## config.mk

```make
export PLATFORM = sky130hd
export DESIGN_NAME = instr_align_buffer
export DESIGN_NICKNAME = d
export VERILOG_FILES = /design/src/rtl/instr_align_buffer.sv
export SDC_FILE = /design/constraint.sdc
export NUM_CORES = 1
export LEC_CHECK = 0
export ABC_AREA = 0
export CORE_MARGIN = 2
export CORE_UTILIZATION = 49
export CTS_CLUSTER_DIAMETER = 200
export DETAILED_ROUTE_END_ITERATION = 16
export HOLD_SLACK_MARGIN = 0.03
export PLACE_DENSITY = 0.86
export SYNTH_ARGS = -nofsm -noshare
export SYNTH_HDL_FRONTEND = slang
export SYNTH_SLANG_ARGS = --single-unit
```

## constraint.sdc

```tcl
create_clock -name clk_i -period 3.63 [get_ports clk_i]
set_input_delay 0.726 -clock clk_i [delete_from_list [all_inputs] [get_ports clk_i]]
set_output_delay 0.726 -clock clk_i [all_outputs]
set_load 0.05 [all_outputs]
```

## src/rtl/instr_align_buffer.sv

```systemverilog
// instr_align_buffer
//   Realigns a stream of word-aligned 32-bit fetch words into whole
//   instructions. The buffer is a 4-entry circular queue of halfwords.
//   A 16-bit (compressed) instruction may start at any halfword. A 32-bit
//   instruction may straddle two fetch words.
//
//   Build option: define C_EXT_EN to enable compressed-instruction support.
//   When C_EXT_EN is undefined:
//     - every head halfword is treated as the start of a 32-bit instruction;
//     - the SKIP state does not exist;
//     - flush_pc_i[1] does not select a partial first word;
//     - pc always advances by 4.
//
// Ports
//   clk_i, rst_i     clock, asynchronous active-high reset
//   fetch_valid_i    fetch_data_i carries a word-aligned fetch word
//   fetch_ready_o    a fetch word is accepted this cycle when valid
//   fetch_data_i     fetch word, little-endian ([15:0] is the lower halfword)
//   flush_i          redirect: drop buffered halfwords, load flush_pc_i
//   flush_pc_i       redirect target (halfword aligned)
//   instr_valid_o    instr_o/instr_is_c_o/instr_pc_o hold one instruction
//   instr_ready_i    consumer takes the instruction this cycle
//   instr_o          raw instruction (compressed: upper half zero)
//   instr_is_c_o     instr_o is a 16-bit instruction
//   instr_pc_o       address of instr_o
module instr_align_buffer #(
    parameter int unsigned    PC_W     = 64,
    parameter logic [PC_W-1:0] RESET_PC = PC_W'(64'h0000_0000_8000_0000)
) (
    input  logic            clk_i,
    input  logic            rst_i,
    input  logic            fetch_valid_i,
    output logic            fetch_ready_o,
    input  logic [31:0]     fetch_data_i,
    input  logic            flush_i,
    input  logic [PC_W-1:0] flush_pc_i,
    output logic            instr_valid_o,
    input  logic            instr_ready_i,
    output logic [31:0]     instr_o,
    output logic            instr_is_c_o,
    output logic [PC_W-1:0] instr_pc_o
);

    localparam int unsigned DEPTH = 4;
    localparam int unsigned PTR_W = 2;
    localparam int unsigned CNT_W = 3;

`ifdef C_EXT_EN
    typedef enum logic {RUN, SKIP} state_t;
`else
    typedef enum logic {RUN} state_t;
`endif

    state_t           state, state_next;
    logic [CNT_W-1:0] count, count_next;
    logic [PTR_W-1:0] head, head_next;
    logic [PC_W-1:0]  pc, pc_next;
    logic [15:0]      q [DEPTH];

    logic [PTR_W-1:0] tail;
    logic [15:0]      head_hw;
    logic [15:0]      next_hw;
    logic             head_is_c;
    logic             pop;
    logic             push;
    logic [CNT_W-1:0] pop_n;
    logic [CNT_W-1:0] push_n;
    logic [CNT_W-1:0] count_after_pop;

    logic             wr0_en;
    logic [PTR_W-1:0] wr0_idx;
    logic [15:0]      wr0_data;
    logic             wr1_en;
    logic [PTR_W-1:0] wr1_idx;

    // Queue head view and append position
    assign tail    = PTR_W'(head + PTR_W'(count));
    assign head_hw = q[head];
    assign next_hw = q[PTR_W'(head + PTR_W'(1))];

    // Instruction length decode of the head halfword
`ifdef C_EXT_EN
    assign head_is_c = (head_hw[1:0] != 2'b11);
`else
    assign head_is_c = 1'b0;
`endif

    // A whole instruction is present at the head
    assign instr_valid_o = (state == RUN) && !flush_i &&
                           (head_is_c ? (count >= CNT_W'(1)) : (count >= CNT_W'(2)));

    assign pop             = instr_valid_o && instr_ready_i;
    assign pop_n           = pop ? (head_is_c ? CNT_W'(1) : CNT_W'(2)) : CNT_W'(0);
    assign count_after_pop = count - pop_n;

    // Accept a word only if both its halfwords fit after this cycle's pop
    assign fetch_ready_o = !flush_i && (count_after_pop <= CNT_W'(2));
    assign push          = fetch_valid_i && fetch_ready_o;

    // Instruction outputs are zeroed while nothing is valid
    assign instr_o      = !instr_valid_o ? 32'h0 :
                          head_is_c      ? {16'h0, head_hw} : {next_hw, head_hw};
    assign instr_is_c_o = instr_valid_o && head_is_c;
    // pc is also shown during reset so the reset vector is visible
    assign instr_pc_o   = (instr_valid_o || rst_i) ? pc : PC_W'(0);

    // Next-state, queue write and pc update
    always_comb begin
        state_next = state;
        count_next = count;
        head_next  = head;
        pc_next    = pc;
        push_n     = CNT_W'(0);
        wr0_en     = 1'b0;
        wr0_idx    = tail;
        wr0_data   = fetch_data_i[15:0];
        wr1_en     = 1'b0;
        wr1_idx    = PTR_W'(tail + PTR_W'(1));

        if (flush_i) begin
            count_next = CNT_W'(0);
            pc_next    = flush_pc_i;
`ifdef C_EXT_EN
            state_next = flush_pc_i[1] ? SKIP : RUN;
`else
            state_next = RUN;
`endif
        end else begin
            if (pop) begin
                head_next = PTR_W'(head + PTR_W'(pop_n));
                pc_next   = pc + (head_is_c ? PC_W'(2) : PC_W'(4));
            end
            if (push) begin
`ifdef C_EXT_EN
                if (state == SKIP) begin
                    // Redirect landed on the upper half: keep only [31:16]
                    wr0_en     = 1'b1;
                    wr0_data   = fetch_data_i[31:16];
                    push_n     = CNT_W'(1);
                    state_next = RUN;
                end else begin
                    wr0_en = 1'b1;
                    wr1_en = 1'b1;
                    push_n = CNT_W'(2);
                end
`else
                wr0_en = 1'b1;
                wr1_en = 1'b1;
                push_n = CNT_W'(2);
`endif
            end
            count_next = count_after_pop + push_n;
        end
    end

    // Control state
    always_ff @(posedge clk_i or posedge rst_i) begin
        if (rst_i) begin
            state <= RUN;
            count <= CNT_W'(0);
            head  <= PTR_W'(0);
            pc    <= RESET_PC;
        end else begin
            state <= state_next;
            count <= count_next;
            head  <= head_next;
            pc    <= pc_next;
        end
    end

    // Halfword storage; contents are only observed through count
    always_ff @(posedge clk_i) begin
        if (wr0_en) begin
            q[wr0_idx] <= wr0_data;
        end
        if (wr1_en) begin
            q[wr1_idx] <= fetch_data_i[31:16];
        end
    end

endmodule
```

Yosys cells after proc, flatten, opt, wreduce, memory -nomap -nowiden --
Memories as Yosys holds them, arrays and structs flattened. Index checks and enable logic that the tools add are counted.
Operators by class: equality and inequality tests 0, order comparisons 2, div/mod/pow operators 0, $mul 0, add/sub/neg operators 7, shift-type cells 0, reductions and logical operators 8, muxes and demuxes 12, bitwise gates (word level) 1
Operators with widths (number):
- 64-bit two-way mux | 3
- 64-bit by 3-bit adder with 64-bit output (second input constant) | 1
- 32-bit two-way mux | 1
- 3-bit two-way mux | 2
- 2-bit by 1-bit adder with 2-bit output (second input constant) | 2
- 2-bit adder | 2
- 1-bit logical AND | 4
- 1-bit two-way mux | 4
- 2-bit two-way mux | 2
- 3-bit adder | 1
- 3-bit by 2-bit >= comparator with 1-bit output (second input constant) | 1
- 3-bit by 2-bit less-or-equal comparator with 1-bit output (second input constant) | 1
- 3-bit by 2-bit subtractor with 3-bit output | 1
- 2-bit AND reduction | 1
- 2-bit nonzero test | 1
- 1-bit zero test | 1
- 1-bit logical OR | 1
- 1-bit NOT | 1
Storage, ports and cells: RAM bits 64, word-level logic and storage cells 34, bits in read-only memories 0, input port bits 101, memories kept 1, output and inout port bits 99, bits in latches 0, register bits after elaboration 69
Memory list:
- q | depth 4, bits a word 16, read ports 2, clocked after memory_dff 0, write ports 2, line 58 | logic [15:0] q [DEPTH];

Depth between registers and ports, before layout --
Gate-level depths: netlist (run 1).
depth after elaboration 12, depth in mapped cells 10, depth with buffers taken out 10

Worst setup path before layout (run 1) --
No wires, ideal clock.
path kind input to register, start input port flush_i, end memory q[0][0], enable pin, path slack 131 ps, cell stages on the path 10, data arrival time 3135 ps, cell sequence o21bai_1 > inv_1 > nand2_1 > inv_1 > ha_1 > xor2_1 > or4_1 > clkbuf_1 > clkbuf_1 > inv_1
RTL lines:
- start, declared | line 35 | input logic flush_i,
- end, declared | line 58

Final worst setup path (run 1) --
start register count[2], end output port fetch_ready_o
Between the ends: longest elaborated chain between the ends 7
RTL lines:
- start, declared | line 55 | logic [CNT_W-1:0] count, count_next;
- start signal, assigned | line 165 | count <= count_next;
- 3-bit by 2-bit >= comparator with 1-bit output | line 90 | (head_is_c ? (count >= CNT_W'(1)) : (count >= CNT_W'(2)));
- 1-bit logical AND | line 89 | assign instr_valid_o = (state == RUN) && !flush_i &&
- 1-bit logical AND | line 92 | assign pop = instr_valid_o && instr_ready_i;
- 2-bit two-way mux | line 93 | assign pop_n = pop ? (head_is_c ? CNT_W'(1) : CNT_W'(2)) : CNT_W'(0);
- 3-bit by 2-bit subtractor with 3-bit output * | line 94 | assign count_after_pop = count - pop_n;
- 3-bit by 2-bit less-or-equal comparator with 1-bit output * | line 97 | assign fetch_ready_o = !flush_i && (count_after_pop <= CNT_W'(2));
- 1-bit logical AND * | line 97
- end, declared | line 33 | output logic fetch_ready_o,
Mark *: on every way between the ends. The rest lies on a longest branch, timed or not.

==> results of run 1 <==
registers in the layout (all words and copies together) (netlist names):
signal	flops
pc	64
q	64
count	2
head	1
cell usage after synthesis, types with 5 or more instances:
cell type  count
mux2i_1       34
nand2_1       67
or3_1          9
edfxtp_1      64
and3_1        11
xor2_1        16
clkbuf_1      48
mux2_2        37
dfrtp_1       66
nor2_1        70
o31ai_1       11
inv_1         20
xnor2_1       19
o21ai_0       36
nor4_1         9
nand3_1       38
or4_1         17
nand4_1       19
and4_1         5
nor3_1        11
nor2b_1       58
a31oi_1       18
o211ai_1       7
critical path, stage by stage, from the launching register on:
cell	delay [ns]
dfrtp_1	0.43
o21bai_4	0.57
inv_1	0.12
nand2_1	0.13
inv_1	0.06
ha_1	0.19
xor2_1	0.18
buf_4	0.16
nor2_1	0.25
buf_12	0.18
layout by cell type (no fill, tap or decap), types with 11 or more instances in the layout:
cell type        synthesis  final
a31oi_1                 18     18
and3_1                  11     11
buf_4                    1     86
clkbuf_16                0     17
clkdlybuf4s50_1          0    129
dfrtp_1                 66     65
edfxtp_1                64     64
inv_1                   20     19
mux2_2                  37     37
mux2i_1                 34     34
nand2_1                 67     67
nand3_1                 38     38
nand4_1                 19     19
nor2_1                  70     69
nor2b_1                 58     58
nor3_1                  11     11
o21ai_0                 36     36
o31ai_1                 11     11
or4_1                   17     17
xnor2_1                 19     19
xor2_1                  16     16
cells by family (layout without fill, tap and decap cells):
group,Yosys count,count (layout),share of synthesized area [%]
xor+xnor,35,35,4.242
buf+inv,74,272,3.913
compound gates,82,82,7.047
simple gates,328,328,23.94
other cells,1,3,0.05189
fa+ha+maj,3,3,0.5194
mux,71,71,10.47
flops,131,131,49.81
layout make-up:
| type | instances | area [um2] |
|---|---|---|
| flip-flops and latches | 131 | 3601 |
| well taps | 184 | 230.2 |
| multi-input cells | 520 | 3363 |
| inverters | 20 | 75.07 |
| clock buffers | 17 | 425.4 |
| clock inverters | 15 | 138.9 |
| diodes | 2 | 5.005 |
| repair buffers | 220 | 2022 |
| fillers | 1078 | 4618 |
worst max path at each step:
stage	startpoint	endpoint
floorplan	flush_i	q[0][0]$_DFFE_PP_
global placement	instr_ready_i	pc[44]$_DFFE_PP0N_
detailed placement	instr_ready_i	pc[44]$_DFFE_PP0N_
CTS	count[2]$_DFF_PP0_	fetch_ready_o
global route	count[2]$_DFF_PP0_	fetch_ready_o
finish	count[2]$_DFF_PP0_	fetch_ready_o
metal layers:
metal / share of wire (%) / GRT usage (%) / routed length, um
met5: 0.065 / 0 / 13
met2: 47 / 40.67 / 9423
met1: 42 / 34.45 / 8461
met4: 1.3 / 7.124 / 267
met3: 9.0 / 5.734 / 1794
power by group through the flow:
stage	clock network (W)	logic (W)	registers, W
2_1_floorplan	0	0.00137	0.00191
3_3_place_gp	0	0.00194	0.00200
3_5_place_dp	0	0.00198	0.00201
4_1_cts	0.00166	0.00200	0.00198
5_1_grt	0.00173	0.00210	0.00201
6_report	0.00164	0.00199	0.00199
stage by stage:
step	cell area [um2]	power [W]	cells	util, %	hold slack (ns)
6_report	9861	0.005616	1109	68.10	0.4953
5_1_grt	9858	0.005834	1108	68.09	0.5271
4_1_cts	9856	0.005635	1107	68.07	0.5009
3_5_place_dp	9291	0.003985	1075	64.17	0.4881
3_3_place_gp	9291	0.003941	1075	64.17	0.4852
2_1_floorplan	7227	0.003287	725	-	0.4727
==> flow_metrics.tcl, run 1 <==
set metrics [dict create \
    outcome "finished clean" \
    port_buffers 198 \
    clock_latency_ns 0.43 \
    synthCells 725 \
    syn_nets 829 \
    ys_async_sr_fraction_pct 51.15 \
    fin_crit_ns 3.429 \
    drc_errors 0 \
    min_path_type "register to register" \
    crit_path_start_kind "register" \
    peakVddDrop_mv 0.4149 \
    synth_top_area_share_pct 26.59 \
    syn_avg_cell_area_um2 9.968 \
    power_leakage_nw 3.868 \
    fin_ws_ns 0.2005 \
    dieWidth_um 125.4 \
    dp_worst_setup_slack_ns 0.3432 \
    ys_warn_count 0 \
    clock_path_buffers 2 \
    cts.sinks 131 \
    die_h_um 125.4 \
    grt_use_total_pct 25.23 \
    ys_types 47 \
    clkTransAtPathRegs_ns 0.06 \
    power.share.clock_pct 29.3 \
    grt_max_degree 85 \
    via_per_inst 5.762 \
    dr.first_iter.drc_count 637 \
    min_from "pc[1]$_DFFE_PP0P_" \
    yosysTopAreaCell "edfxtp_1" \
    post-cts-setup-buffers 0 \
    wl_per_cell_um 18.00 \
    hold_viol 0 \
    first_pass_iters 5 \
    finalSetupViolCount 0 \
    holdPathStages 1 \
    arrival_ns 2.70 \
    cts_tree "yes" \
    crit_required_ns 2.90 \
    power_frac_comb_pct 35.4 \
    crit_type "register to output pin" \
    ant_nets 0 \
    r2r_end "q[3][10]$_DFFE_PP_" \
    htree_levels 4 \
    start_util_pct 49.91 \
    hpwl_um 14340 \
    power_density_mw_per_mm2 569.5 \
    finalNetCount 1014 \
    grt_remaining_overflow 0 \
    switching_share_pct 38.24 \
    synth_seq_cells 131 \
    rrSetupSlack_ns 0.46 \
    finalCritPeriodShare_pct 94.48 \
    grt_pass1_wl_um 31630 \
    critPathMaxFanout 27 \
    synthFlopType "dfrtp_1" \
    slew_headroom_pct 47.20 \
    syn_to_final_growth_pct 36.44 \
    fmax_ghz 0.2916 \
    antenna_found_initial 3 \
    reg2reg_from "count[2]$_DFF_PP0_" \
    slew_violations 0 \
    p_int_w 0.003469 \
    maxCapViolCount 0 \
    final_layout_size_suffix_gt1_share_pct 18.85 \
    die-area_mm2 0.01574 \
    ioPinCount 200 \
    cts_root_buf "clkbuf_16" \
    grt_pass1_vias 6039 \
    power_frac_seq_pct 35.3 \
    std_cell_rows 44 \
    reg2reg_depth 12 \
    synth_area_mm2 0.007227 \
    p_sw_w 0.002147 \
    end_kind "output pin" \
    core_area_mm2 0.01448 \
    tns_ns 0 \
    routed_wirelength_um 19960 \
    min_to "pc[1]$_DFFE_PP0P_" \
    holdBufCountCts 0 \
    fin_worst_skew_ns 0.009033 \
    ys_seq_area_share_pct 49.81 \
    synth_area_leaders "edfxtp_1, dfrtp_1, mux2_2" \
    num_vias 6390 \
    synth-edff-count 64 \
    gp_congestion 0.8712 \
    ctsResizeCount 0 \
    worst_pin_slew_ns 0.7847 \
    rsz0062_at_grt "no" \
    cts_inserted_buffers 17 \
]
Power figures use the tool's default switching activity.
==> run 2: changes to the inputs <==
- CORE_MARGIN: 2 -> not set
- CORE_UTILIZATION: 49 -> 44
- PLACE_DENSITY: 0.86 -> 0.82
- clock period: 3.63 -> 3.05 ns (I/O delays scaled with it)
==> run 2 against run 1 <==
Clock power is 23% higher. Critical path depth stayed put. Clock skew is 0.0021 ns lower. Cell count is 3.0% higher. Global-route usage is 1.1 points lower. Cell area is 0.16% higher. Sequential power is 16% higher. First-iteration DRC count is 22% lower. Setup slack better by 0.045 ns. Worst hold slack better by 0.011 ns. Combinational power is 19% higher. Flip-flop and latch count stayed put. Highest routed layer is now met4.
==> flow_metrics.tcl, run 2 (synthesized netlist as in run 1, its figures left out) <==
set metrics [dict create \
    critPathMaxFanout 8 \
    crit_chain "o21bai_4 -> inv_2 -> nand2_1 -> inv_1 -> ha_1 -> xor2_1 -> buf_4 -> nor2_1 -> buf_12" \
    mostFrequentLayoutCell "buf_4" \
    post-cts-setup-buffers 0 \
    cts_inserted_buffers 17 \
    slew_headroom_pct 48.20 \
    min_from "pc[0]$_DFFE_PP0P_" \
    r2r_end "q[1][8]$_DFFE_PP_" \
    p_sw_w 0.002481 \
    htree_levels 4 \
    maxCapViolCount 0 \
    syn_to_final_growth_pct 36.67 \
    top_regs "pc: 64 flops, q: 64 flops, count: 2 flops" \
    reg2reg_depth 9 \
    min_to "pc[0]$_DFFE_PP0P_" \
    grt_remaining_overflow 0 \
    drc_errors 0 \
    finalNetCount 1017 \
    clkTransAtPathRegs_ns 0.06 \
    power_leakage_nw 3.923 \
    std_cell_rows 46 \
    reg2reg_from "count[2]$_DFF_PP0_" \
    peakVddDrop_mv 0.4285 \
    cts_root_buf "clkbuf_16" \
    end_kind "output pin" \
    ioPinCount 200 \
    power.share.clock_pct 30.1 \
    first_pass_iters 5 \
    power_frac_seq_pct 34.5 \
    holdPathStages 1 \
    clock_latency_ns 0.42 \
    finalSetupViolCount 0 \
    via_per_inst 5.524 \
    arrival_ns 2.19 \
    fin_crit_ns 2.805 \
    clock_path_buffers 2 \
    layout_common_cells "buf_4, clkdlybuf4s50_1, nor2_1, nand2_1, dfrtp_1" \
    outcome "finished clean" \
    num_vias 6308 \
    fillers 1338 \
    grt_use_total_pct 24.10 \
    ant_nets 0 \
    crit_required_ns 2.44 \
    rsz0062_at_grt "no" \
    wl_per_cell_um 17.61 \
    power_frac_comb_pct 35.4 \
    grt_pass1_vias 5862 \
    finalCritPeriodShare_pct 91.96 \
    grt_max_degree 84 \
    ctsResizeCount 0 \
    start_util_pct 45.33 \
    hold_viol 0 \
    fmax_ghz 0.3565 \
    final_layout_size_suffix_gt1_share_pct 22.46 \
    crit_type "register to output pin" \
    power_density_mw_per_mm2 677.5 \
    die-area_mm2 0.01694 \
    p_int_w 0.004210 \
    cts.sinks 131 \
    die_h_um 130.2 \
    fin_worst_skew_ns 0.006895 \
    gp_congestion 0.8576 \
    cp_top_family "buffers and inverters" \
    cts_tree "yes" \
    dp.cells 1110 \
    dieWidth_um 130.2 \
    crit_path_start_kind "register" \
    core_area_mm2 0.01594 \
    hpwl_um 14320 \
    fin_hold_ws_ns 0.5059 \
    fin_cells 1142 \
    min_path_type "register to register" \
    switching_share_pct 37.08 \
    routed_wirelength_um 20110 \
    slew_violations 0 \
    worst_pin_slew_ns 0.7770 \
    slowest_stage "dfrtp_1" \
    rrSetupSlack_ns 0.37 \
    antenna_found_initial 0 \
    timing.critical_path.buf_inv 4 \
    diodes 0 \
    port_buffers 198 \
    grt_pass1_wl_um 30940 \
    dr.first_iter.drc_count 497 \
    critPathMaxStageDelay_ns 0.42 \
    holdBufCountCts 0 \
]
run 2: through the flow:
stage               power, W  setup TNS, ns  util (%)  worst slack (ns)  instance area [um2]
floorplan           0.003920              0         -           0.04059                 7238
global placement    0.004650              0     58.33           0.06475                 9299
detailed placement  0.004709       -0.03882     58.33         -0.003996                 9299
CTS                 0.006736              0     61.95            0.2135                 9877
global route        0.006959              0     61.95           0.08893                 9877
finish              0.006691              0     61.95            0.2451                 9877
run 2: per-layer routing:
metal  wire [um]  global-route usage [%]  share of wire (%)
met5           0                       0                  0
met4         335                   8.413                1.7
met3        1682                   4.961                8.4
met2        9557                   39.36                 48
met1        8534                   31.76                 42
run 2: power groups by stage:
stage | Combinational, W | Sequential [W] | Clock, W
finish | 0.00237 | 0.00231 | 0.00202
global placement | 0.00233 | 0.00232 | 0
CTS | 0.00238 | 0.00230 | 0.00205
floorplan | 0.00164 | 0.00228 | 0
detailed placement | 0.00237 | 0.00234 | 0
global route | 0.00251 | 0.00233 | 0.00211
run 2: area by class of cell:
cell class / instances / area, um2 / area share, %
clock buffer: 17 / 425.4 / 4.307
clock inverter: 15 / 152.6 / 1.545
inverter: 20 / 82.58 / 0.8361
multi-input combinational: 520 / 3363 / 34.05
sequential: 131 / 3601 / 36.46
tap: 216 / 270.3 / 2.736
timing repair buffer: 223 / 1982 / 20.07
run 2: worst max-delay path by stage:
stage | from | endpoint | slack [ns] | cells after the start
after CTS | count[2]$_DFF_PP0_ | fetch_ready_o | 0.21 | 9
after global placement | instr_ready_i | q[1][8]$_DFFE_PP_ | 0.06 | 8
final | count[2]$_DFF_PP0_ | fetch_ready_o | 0.25 | 9
after detailed placement | instr_ready_i | q[1][8]$_DFFE_PP_ | -0.004 | 8
after global routing | count[2]$_DFF_PP0_ | fetch_ready_o | 0.09 | 9
after floorplan | flush_i | q[1][10]$_DFFE_PP_ | 0.04 | 10
==> run 3: changes to the inputs <==
- CORE_UTILIZATION: 44 -> 49
- CTS_CLUSTER_SIZE: not set -> 8
- PLACE_DENSITY: 0.82 -> 0.86
- clock period: 3.05 -> 2.9 ns (I/O delays scaled with it)
==> run 3 against run 2 <==
Core utilization increased by 9.1 points. Flip-flop and latch count did not move. Die area down 10%. Clock power grew 12%.
==> flow_metrics.tcl, run 3 (synthesized netlist as in run 1, its figures left out) <==
set metrics [dict create \
    antenna_found_initial 0 \
    holdBufCountCts 0 \
    critPathMaxStageDelay_ns 0.40 \
    crit_chain "o21bai_2 -> inv_2 -> nand2_2 -> inv_1 -> ha_1 -> xor2_1 -> buf_4 -> nor2_1 -> buf_12" \
    port_buffers 198 \
    std_cell_rows 44 \
    p_sw_w 0.002720 \
    cts_tree "yes" \
    die_h_um 123.4 \
    post-cts-setup-buffers 0 \
    end_kind "output pin" \
    crit_path_start_kind "register" \
    timing.critical_path.buf_inv 4 \
    final_layout_size_suffix_gt1_share_pct 23.45 \
    maxCapViolCount 0 \
    diodes 0 \
    dp_worst_setup_slack_ns -0.05482 \
    routed_wirelength_um 20980 \
    fin_hold_ws_ns 0.5177 \
    first_pass_iters 5 \
    cts.sinks 131 \
    worst_pin_slew_ns 0.6261 \
    drc_errors 0 \
    hold_viol 0 \
    ctsResizeCount 0 \
    grt_pass1_wl_um 32650 \
    num_vias 6397 \
    slew_violations 0 \
    rsz0062_at_grt "no" \
    power_frac_seq_pct 32.7 \
    rrSetupSlack_ns 0.25 \
    dieWidth_um 123.4 \
    gp_congestion 0.8742 \
    finalSetupViolCount 0 \
    slew_headroom_pct 57.94 \
    syn_to_final_growth_pct 42.30 \
    fillers 1021 \
    clkTransAtPathRegs_ns 0.06 \
    p_int_w 0.004720 \
    cp_top_family "buffers and inverters" \
    min_path_type "register to register" \
    power.share.clock_pct 30.5 \
    fin_util_pct 71.02 \
    tns_ns 0 \
    fin_ws_ns 0.1632 \
    grt_max_degree 66 \
    mostFrequentLayoutCell "clkdlybuf4s50_1" \
    clock_latency_ns 0.43 \
    switching_share_pct 36.56 \
    die-area_mm2 0.01524 \
    core_area_mm2 0.01448 \
    finalNetCount 1025 \
    htree_levels 4 \
    power_leakage_nw 4.060 \
    clock_path_buffers 2 \
    power_frac_comb_pct 36.8 \
    cts_inserted_buffers 17 \
    arrival_ns 2.16 \
    wl_per_cell_um 18.77 \
    fin_crit_ns 2.737 \
    outcome "finished clean" \
    grt_pass1_vias 6234 \
    finalCritPeriodShare_pct 94.37 \
    fin_worst_skew_ns 0.01706 \
    ant_nets 0 \
    power_density_mw_per_mm2 723.4 \
    grt_remaining_overflow 0 \
    hpwl_um 14600 \
    via_per_inst 5.722 \
    start_util_pct 49.91 \
    fmax_ghz 0.3654 \
    cts_root_buf "clkbuf_16" \
    peakVddDrop_mv 0.5377 \
    dr.first_iter.drc_count 604 \
    slowest_stage "dfrtp_1" \
    critPathMaxFanout 6 \
    crit_type "register to output pin" \
    ioPinCount 200 \
    grt_use_total_pct 28.65 \
    crit_required_ns 2.32 \
    layout_common_cells "clkdlybuf4s50_1, buf_4, nor2_1, nand2_1, dfrtp_1" \
    top_regs "pc: 64 flops, q: 64 flops, count: 2 flops" \
]
-- run 3: changes by cell type in the layout (fill, tap and decap cells not counted), sizes merged --
cell	before	now
clkinv	4	2
bufinv	2	3
inv	24	25
buf	124	132
-- run 3: worst paths after layout --
kind | startpoint | endpoint | cells after the start
max reg2reg | pc[31]$_DFFE_PP1N_ | pc[48]$_DFFE_PP0N_ | 6
max in group asynchronous | rst_i | pc[58]$_DFFE_PP0N_ | 3
min in group asynchronous | rst_i | pc[16]$_DFFE_PP0N_ | 2
max | count[2]$_DFF_PP0_ | fetch_ready_o | 9
min reg2reg | pc[1]$_DFFE_PP0P_ | pc[1]$_DFFE_PP0P_ | 1
min | pc[1]$_DFFE_PP0P_ | pc[1]$_DFFE_PP0P_ | 1
-- run 3: per-layer routing --
layer	track usage, %	wire length (um)	vias up
met5	0	0	-
met4	11.60	448	0
met3	5.673	1423	31
met2	47.73	10580	284
met1	36.52	8536	3094
li1	-	-	2988
-- run 3: per-stage QoR --
stage | instances | total power [W] | cell area [um2]
after floorplan | 725 | 0.004126 | 7243
after global placement | 1086 | 0.005112 | 9664
after detailed placement | 1086 | 0.005176 | 9664
after CTS | 1118 | 0.007447 | 10280
after global routing | 1118 | 0.007700 | 10280
final | 1118 | 0.007439 | 10280
-- run 3: final cells by class --
type	count	area [um2]	area share, %
multi-input cells	520	3358	32.66
well taps	184	230.2	2.239
repair buffers	231	2392	23.26
inverters	20	82.58	0.8030
flip-flops and latches	131	3601	35.02
clock inverters	15	193.9	1.886
clock buffers	17	425.4	4.137
-- run 3: power by group through the flow --
stage	registers, W	clock network [W]	logic [W]
detailed placement	0.00245	0	0.00272
global route	0.00245	0.00236	0.00289
floorplan	0.00240	0	0.00173
CTS	0.00242	0.00227	0.00275
finish	0.00243	0.00227	0.00274
global placement	0.00244	0	0.00268
